File: src/rtl/alu_pkg.sv
`default_nettype none
// ============================================================================
// Module      : alu_pkg
// Description : Shared ALU datapath constants, including the multi-cycle
//               unit state encoding and the default operand geometry.
// Revision    : 1.0 - initial release
// ============================================================================
package alu_pkg;

    localparam logic [1:0] S_IDLE = 2'd0;
    localparam logic [1:0] S_RUN  = 2'd1;
    localparam logic [1:0] S_DONE = 2'd2;

    localparam int DEF_WIDTH = 32;
    localparam int DEF_CHUNK = 8;

    typedef enum logic [1:0] {
        ST_IDLE = S_IDLE,
        ST_RUN  = S_RUN,
        ST_DONE = S_DONE
    } seq_state_e;

endpackage : alu_pkg
`default_nettype wire

File: src/rtl/sbc_chunk.sv
`default_nettype none
// ============================================================================
// Module      : sbc_chunk
// Description : Combinational CHUNK-bit subtract-with-borrow slice
//               (x - y - bin) producing the difference and borrow-out.
// Revision    : 1.0 - initial release
// ============================================================================
module sbc_chunk #(
    parameter int CHUNK = 8
) (
    input  logic [CHUNK-1:0] x_i,
    input  logic [CHUNK-1:0] y_i,
    input  logic             bin_i,
    output logic [CHUNK-1:0] diff_o,
    output logic             bout_o
);

    logic [CHUNK:0] w_ext;

    // The extra top bit goes to 1 exactly when the result underflows.
    assign w_ext  = {1'b0, x_i} - {1'b0, y_i} - {{CHUNK{1'b0}}, bin_i};
    assign diff_o = w_ext[CHUNK-1:0];
    assign bout_o = w_ext[CHUNK];

endmodule : sbc_chunk
`default_nettype wire

File: src/rtl/sbc32_seq.sv
`default_nettype none
// ============================================================================
// Module      : sbc32_seq
// Description : Multi-cycle subtract-with-borrow unit, CHUNK bits per cycle,
//               with valid/ready handshakes, borrow-out and signed overflow.
// Revision    : 1.0 - initial release
// ============================================================================
module sbc32_seq
    import alu_pkg::*;
#(
    parameter int WIDTH = DEF_WIDTH,
    parameter int CHUNK = DEF_CHUNK
) (
    input  logic             clk,
    input  logic             rst,
    input  logic             in_valid,
    output logic             in_ready,
    input  logic [WIDTH-1:0] a,
    input  logic [WIDTH-1:0] b,
    input  logic             Bi,
    output logic             out_valid,
    input  logic             out_ready,
    output logic [WIDTH-1:0] d,
    output logic             Bo,
    output logic             V
);

    localparam int STEPS  = WIDTH / CHUNK;
    localparam int STEP_W = (STEPS > 1) ? $clog2(STEPS) : 1;
    localparam logic [STEP_W-1:0] C_LAST_STEP = STEP_W'(STEPS - 1);

    generate
        if ((CHUNK < 1) || ((WIDTH % CHUNK) != 0)) begin : g_bad_geometry
            $error("sbc32_seq: WIDTH must be a non-zero multiple of CHUNK");
        end
    endgenerate

    seq_state_e        state_q,  state_d;
    logic [STEP_W-1:0] step_q,   step_d;
    logic [WIDTH-1:0]  a_q,      a_d;
    logic [WIDTH-1:0]  b_q,      b_d;
    logic [WIDTH-1:0]  d_q,      d_d;
    logic              borrow_q, borrow_d;
    logic              bo_q,     bo_d;
    logic              v_q,      v_d;

    logic [CHUNK-1:0]  w_x;
    logic [CHUNK-1:0]  w_y;
    logic [CHUNK-1:0]  w_diff;
    logic              w_bout;

    // One shared slice; the step counter selects which chunk it works on.
    assign w_x = a_q[int'(step_q) * CHUNK +: CHUNK];
    assign w_y = b_q[int'(step_q) * CHUNK +: CHUNK];

    sbc_chunk #(
        .CHUNK (CHUNK)
    ) u_chunk (
        .x_i    (w_x),
        .y_i    (w_y),
        .bin_i  (borrow_q),
        .diff_o (w_diff),
        .bout_o (w_bout)
    );

    always_comb begin
        state_d  = state_q;
        step_d   = step_q;
        a_d      = a_q;
        b_d      = b_q;
        d_d      = d_q;
        borrow_d = borrow_q;
        bo_d     = bo_q;
        v_d      = v_q;
        case (state_q)
            ST_IDLE: begin
                if (in_valid) begin
                    a_d      = a;
                    b_d      = b;
                    d_d      = '0;
                    borrow_d = Bi;
                    step_d   = '0;
                    state_d  = ST_RUN;
                end
            end
            ST_RUN: begin
                d_d[int'(step_q) * CHUNK +: CHUNK] = w_diff;
                borrow_d = w_bout;
                if (step_q == C_LAST_STEP) begin
                    // The top chunk's MSB is the result sign bit.
                    bo_d    = w_bout;
                    v_d     = (a_q[WIDTH-1] != b_q[WIDTH-1]) &&
                              (w_diff[CHUNK-1] != a_q[WIDTH-1]);
                    state_d = ST_DONE;
                end else begin
                    step_d = step_q + STEP_W'(1);
                end
            end
            ST_DONE: begin
                if (out_ready) begin
                    state_d = ST_IDLE;
                end
            end
            default: begin
                state_d = ST_IDLE;
            end
        endcase
    end

    always_ff @(posedge clk) begin
        if (rst) begin
            state_q  <= ST_IDLE;
            step_q   <= '0;
            a_q      <= '0;
            b_q      <= '0;
            d_q      <= '0;
            borrow_q <= 1'b0;
            bo_q     <= 1'b0;
            v_q      <= 1'b0;
        end else begin
            state_q  <= state_d;
            step_q   <= step_d;
            a_q      <= a_d;
            b_q      <= b_d;
            d_q      <= d_d;
            borrow_q <= borrow_d;
            bo_q     <= bo_d;
            v_q      <= v_d;
        end
    end

    assign in_ready  = (state_q == ST_IDLE);
    assign out_valid = (state_q == ST_DONE);
    assign d         = d_q;
    assign Bo        = bo_q;
    assign V         = v_q;

endmodule : sbc32_seq
`default_nettype wire

File: config.mk
export PLATFORM = sky130hd
export DESIGN_NAME = sbc32_seq
export DESIGN_NICKNAME = d
export VERILOG_FILES = /design/src/rtl/alu_pkg.sv /design/src/rtl/sbc_chunk.sv /design/src/rtl/sbc32_seq.sv
export SDC_FILE = /design/constraint.sdc
export NUM_CORES = 1
export LEC_CHECK = 0
export BUFFER_PORTS_ARGS = -buffer_cell sky130_fd_sc_hd__buf_4
export CAP_MARGIN = 0
export CORE_ASPECT_RATIO = 1.4
export CORE_UTILIZATION = 50
export CTS_CLUSTER_SIZE = 16
export DETAILED_ROUTE_END_ITERATION = 10
export GPL_TIMING_DRIVEN = 0
export PLACE_DENSITY = 0.75
export RECOVER_POWER = 25
export SLEW_MARGIN = 20
export SYNTH_ARGS = -nofsm -noshare
export SYNTH_HDL_FRONTEND = slang
export SYNTH_HIERARCHICAL = 1
export SYNTH_SLANG_ARGS = --single-unit
File: constraint.sdc
create_clock -name clk -period 3.9 [get_ports clk]
set_input_delay 0.39 -clock clk [delete_from_list [all_inputs] [get_ports clk]]
set_output_delay 0.39 -clock clk [all_outputs]
set_load 0.1 [all_outputs]
After elaboration in Yosys (flattened, before gate mapping) --
Index checks and enable logic that the tools add are counted.
Storage, ports and cells: register bits after elaboration 103, input bits 69, output and inout port bits 36, logic and storage cells 45
Operators by class: add/sub/neg operators 4, eq/ne operators 9, shift operators 4, muxes and demuxes 12, reductions and logical operators 8
Operator list (count):
- $pmux 32 s2 | 1
- $shiftx 32x6->8 | 2
- $neg 5->33 | 1
- $shift 8x33->32 const A | 1
- $shiftx 8x33->32 | 1
- $bwmux 32 | 1
- $mux 32 | 1
- $mux 2 | 5
- $sub 8x8->9 | 1
- $sub 9x1->9 | 1
- $ne 2x2->1 const B | 3
- $pmux 2 s3 | 1
- $reduce_and 2->1 | 3
- $reduce_and 3->1 | 2
- $eq 2x2->1 const B | 2
- $pmux 2 s2 | 1
- $add 2x1->2 const B | 1
- $eq 2x1->1 const B | 1
- $logic_not 2->1 | 1
- $ne 1x1->1 | 2
- $ne 2x1->1 const B | 1
- $pmux 1 s2 | 1
- $reduce_bool 2->1 | 1
- $logic_and 1x1->1 | 1
- $mux 1 | 1

Longest topological paths before layout --
depth in word-level cells 6, gate-level depth with buffers 14, mapped depth without buffers 12

Hierarchy --
Netlist, hierarchy kept.
Modules (own cells, without submodules):
- sbc32_seq | times used 1, cells each 425, area an instance 4030.1 um^2, sequential area each 2062.0 um^2
- sbc_chunk | times used 1, cells each 76, area an instance 554.3 um^2, sequential area each 0.0 um^2

Least setup slack after synthesis --
Ideal clock, no wire load.
kind reg-to-reg, from register step_q[0], to register v_q, in the netlist V, setup time 0.132 ns, data arrival time 3.246 ns, required time 3.768 ns, setup slack 0.522 ns, stages on the path, launching flop included 13, path buffers 1, clock period less this slack 3.378 ns, cell sequence dfxtp_1 buf_1 mux4_2 ha_1 inv_1 ha_1 a21oi_2 nand2_2 a221oi_2 nand3b_1 and3b_1 a211oi_1 nor3_1
Between the ends: cells in the longest elaborated chain, start to end 5, elaborated cells between the ends (all ways) 8, those cells by class 2 x add/sub; 2 x eq/ne; 2 x shift; 2 x reduce/logical
RTL lines:
- start, declared | RTL line sbc32_seq.sv:39 | logic [STEP_W-1:0] step_q, step_d;
- start signal, assigned | RTL line sbc32_seq.sv:122 | step_q <= step_d;
- $shiftx 32x6->8 | RTL line sbc32_seq.sv:54 | assign w_y = b_q[int'(step_q) * CHUNK +: CHUNK];
- net w_y[5] | RTL line sbc32_seq.sv:48 | logic [CHUNK-1:0] w_y;
- $sub 8x8->9 | RTL line sbc_chunk.sv:21 | assign w_ext = {1'b0, x_i} - {1'b0, y_i} - {{CHUNK{1'b0}}, bin_i};
- $sub 9x1->9 | RTL line sbc_chunk.sv:21
- net w_diff[7] | RTL line sbc32_seq.sv:49 | logic [CHUNK-1:0] w_diff;
- $ne 1x1->1 | RTL line sbc32_seq.sv:93 | (w_diff[CHUNK-1] != a_q[WIDTH-1]);
- $logic_and 1x1->1 | RTL line sbc32_seq.sv:92 | v_d = (a_q[WIDTH-1] != b_q[WIDTH-1]) &&
- end signal, assigned | RTL line sbc32_seq.sv:128 | v_q <= v_d;
- end, declared | RTL line sbc32_seq.sv:45 | logic v_q, v_d;
The timed path passes the listed nets, and every way through them passes these cells. A chain may end at the register's enable or synchronous reset.

Final worst setup path --
from register step_q[1], to register v_q, in the netlist V
The elaborated chain is that of the path after synthesis.

==> flow_metrics.tcl <==
set metrics [dict create \
    ys_warn_count 6 \
    gp_congestion 0.858 \
    synth-seq-cells 103 \
    hold_viol_final 0 \
    drc 0 \
    synth.distinct_cells 48 \
    cts_tree "done" \
    slew_violations 0 \
    antenna_found_initial 0 \
    dp_slack_ns -0.221 \
    grt_first_pass_wirelength_um 19100 \
    crit_path_end_kind "register" \
    area_growth_pct 23.6 \
    intPower_uw 1820 \
    worst_pin_slew_ns 1.18 \
    path_buf_inv 4 \
    holdBufCountCts 0 \
    switching_power_uw 792 \
    instances_no_fill 728 \
    vias 3997 \
    comb_power_share_pct 23.6 \
    drt_wl_total_um 11900 \
    rows 41 \
    cts-buffers-inserted 9 \
    antenna_cells 0 \
    syn_avg_cell_area_um2 9.15 \
    netlist_instances 501 \
    dpl_cell_area_um2 5500 \
    clkLatencyLatePin_ns 0.34 \
    cts-root-buf "clkbuf_16" \
    clock-sinks 103 \
    rsz0062_at_grt "false" \
    final_layout_size_suffix_gt1_share_pct 20.9 \
    drtAntennaViolNets 0 \
    track_usage_pct 25.5 \
    fin_skew_ns 0.00980 \
    syn-cell-area_um2 4580 \
    dp.cells 712 \
    final_common_cell "nand2_1" \
    start_util_pct 51.1 \
    clock_path_buffers 2 \
    utilization_pct 63.1 \
    cpMostUsedCell "ha_1" \
    status "completed" \
    setup_viol 0 \
    synth-edff-count 0 \
    grt_pass1_vias 3884 \
    critPathMaxStageDelay_ns 0.40 \
    p_leak_uw 0.00232 \
    routedWlPerCell_um 16.4 \
    timing.final.crit_period_ns 3.59 \
    die_y_um 115 \
    min_path_type "in -> reg" \
    boundaryPins 105 \
    cp-start-kind "register" \
    postSynth.asyncResetShare_pct 0 \
    grt-ovfl-total 0 \
    syn_nets 592 \
    grt_max_degree 16 \
    cp_top_family "buffers and inverters" \
    cp_data_arrival_time_ns 3.80 \
    finalWorstSetupSlack_ns 0.312 \
    p_total_uw 2620 \
    die_w_um 82.9 \
    relSlewSlack_pct 21.6 \
    seq_power_share_pct 43.3 \
    core_area_um2 8980 \
    dieArea_um2 9560 \
    p_per_area_nw_per_um2 462 \
    final_cell_mix "nand2_1 (133), dfxtp_1 (103), a21oi_1 (74)" \
    path_class "reg -> reg" \
    dp_hpwl_um 9050 \
    swShare_pct 30.3 \
    fin_area_um2 5670 \
    fin_crit_sh_pct 92.0 \
    h-tree-depth 3 \
    peakVddDrop_uv 254 \
    fmax_mhz 279 \
    cpMaxStageDelayCell "ha_1" \
    crit_path_max_fanout 10 \
    nNetsFinal 708 \
    worstPathRequired_ns 4.11 \
    synth_flop_cell "dfxtp_1" \
    drtPass1Iterations 4 \
    via_per_inst 5.49 \
    p_clk_share_pct 33.1 \
    portBuffers 104 \
    clk_pin_slew_ns 0.07 \
    synth_seq_area_share_pct 45.0 \
    maxCapViolations 0 \
    crit_chain "clkbuf_2 > buf_2 > mux4_2 > ha_1 > inv_1 > ha_1 > a21oi_2 > nand2_2 > a221oi_2 > nand3b_1 > buf_4 > and3b_1 > a211oi_1 > nor3_1" \
    initialDrtViolationCount 199 \
]
[sequential cells by signal, indices dropped and copies added, names as in the netlist]
register / flops
a_q: 32
b_q: 32
d: 32
state_q: 2
step_q: 2
Bo: 1
V: 1
borrow_q: 1
[repair_timing]
item | 4_1_cts | 5_1_grt
endpoints found under the setup margin | 1 | 1
pin swaps | 0 | 1
hold endpoints to repair | 0 | 0
setup buffers | 0 | 1
resized for setup | 3 | 3
[worst reg2reg max path, delay by kind of cell, from the launching register on]
kind	cells	cell delay [ns]
buf+inv	4	0.86
simple gates	4	0.42
mux	1	0.36
compound gates	3	0.74
flops	1	0.38
fa+ha+maj	2	0.71
[stage by stage]
stage	TNS, ns	hold WS (ns)
floorplan	0	0.433
global route	0	0.297
detailed placement	-0.221	0.445
CTS	0	0.287
finish	0	0.288
global placement	-0.132	0.440
[final cells by class]
class / instances / area, um2
buffer: 29 / 131
timing repair buffer: 105 / 661
inverter: 27 / 101
sequential: 103 / 2060
fill: 778 / 3310
tap: 107 / 134
clock buffer: 11 / 233
multi-input combinational: 342 / 2300
clock inverter: 4 / 47.5
[layer usage]
metal	GRT usage, %	wire, um
met5	0	0
met4	14.5	480
met3	3.09	596
met2	46.0	6190
met1	29.3	4660
[final timing paths]
path | from | to | slack (ns) | cells past startpoint
min | a[24] | a_q[24] | 0.29 | 3
max reg2reg | step_q[1] | V | 0.31 | 14
max | step_q[1] | V | 0.31 | 14
min reg2reg | b_q[19] | b_q[19] | 0.45 | 2
[cells by family after synthesis]
family,count (synthesis),share of synthesized area [%]
compound gates,121,16.9
xor+xnor,5,0.955
fa+ha+maj,22,6.33
buf+inv,56,4.89
flops,103,45.0
mux,21,9.06
simple gates,173,16.8
[power groups by stage]
stage / Clock (uW) / Combinational [uW] / Sequential (uW)
final: 866 / 617 / 1130
after CTS: 870 / 614 / 1130
after global routing: 920 / 669 / 1140
after detailed placement: 0 / 609 / 1160
after global placement: 0 / 588 / 1150
after floorplan: 0 / 361 / 1210
[synthesized netlist by cell type (all sizes together), types with 4 or more instances]
cell	number	area (um2)
a21oi	76	388
mux4	16	360
nand2	134	505
inv	27	101
dfxtp	103	2060
mux2	4	45.0
nand3	6	30.0
ha	20	250
buf	12	58.8
clkbuf	17	63.8
a22o	32	280
nor2	9	33.8
(Power assumes the default switching activity.)
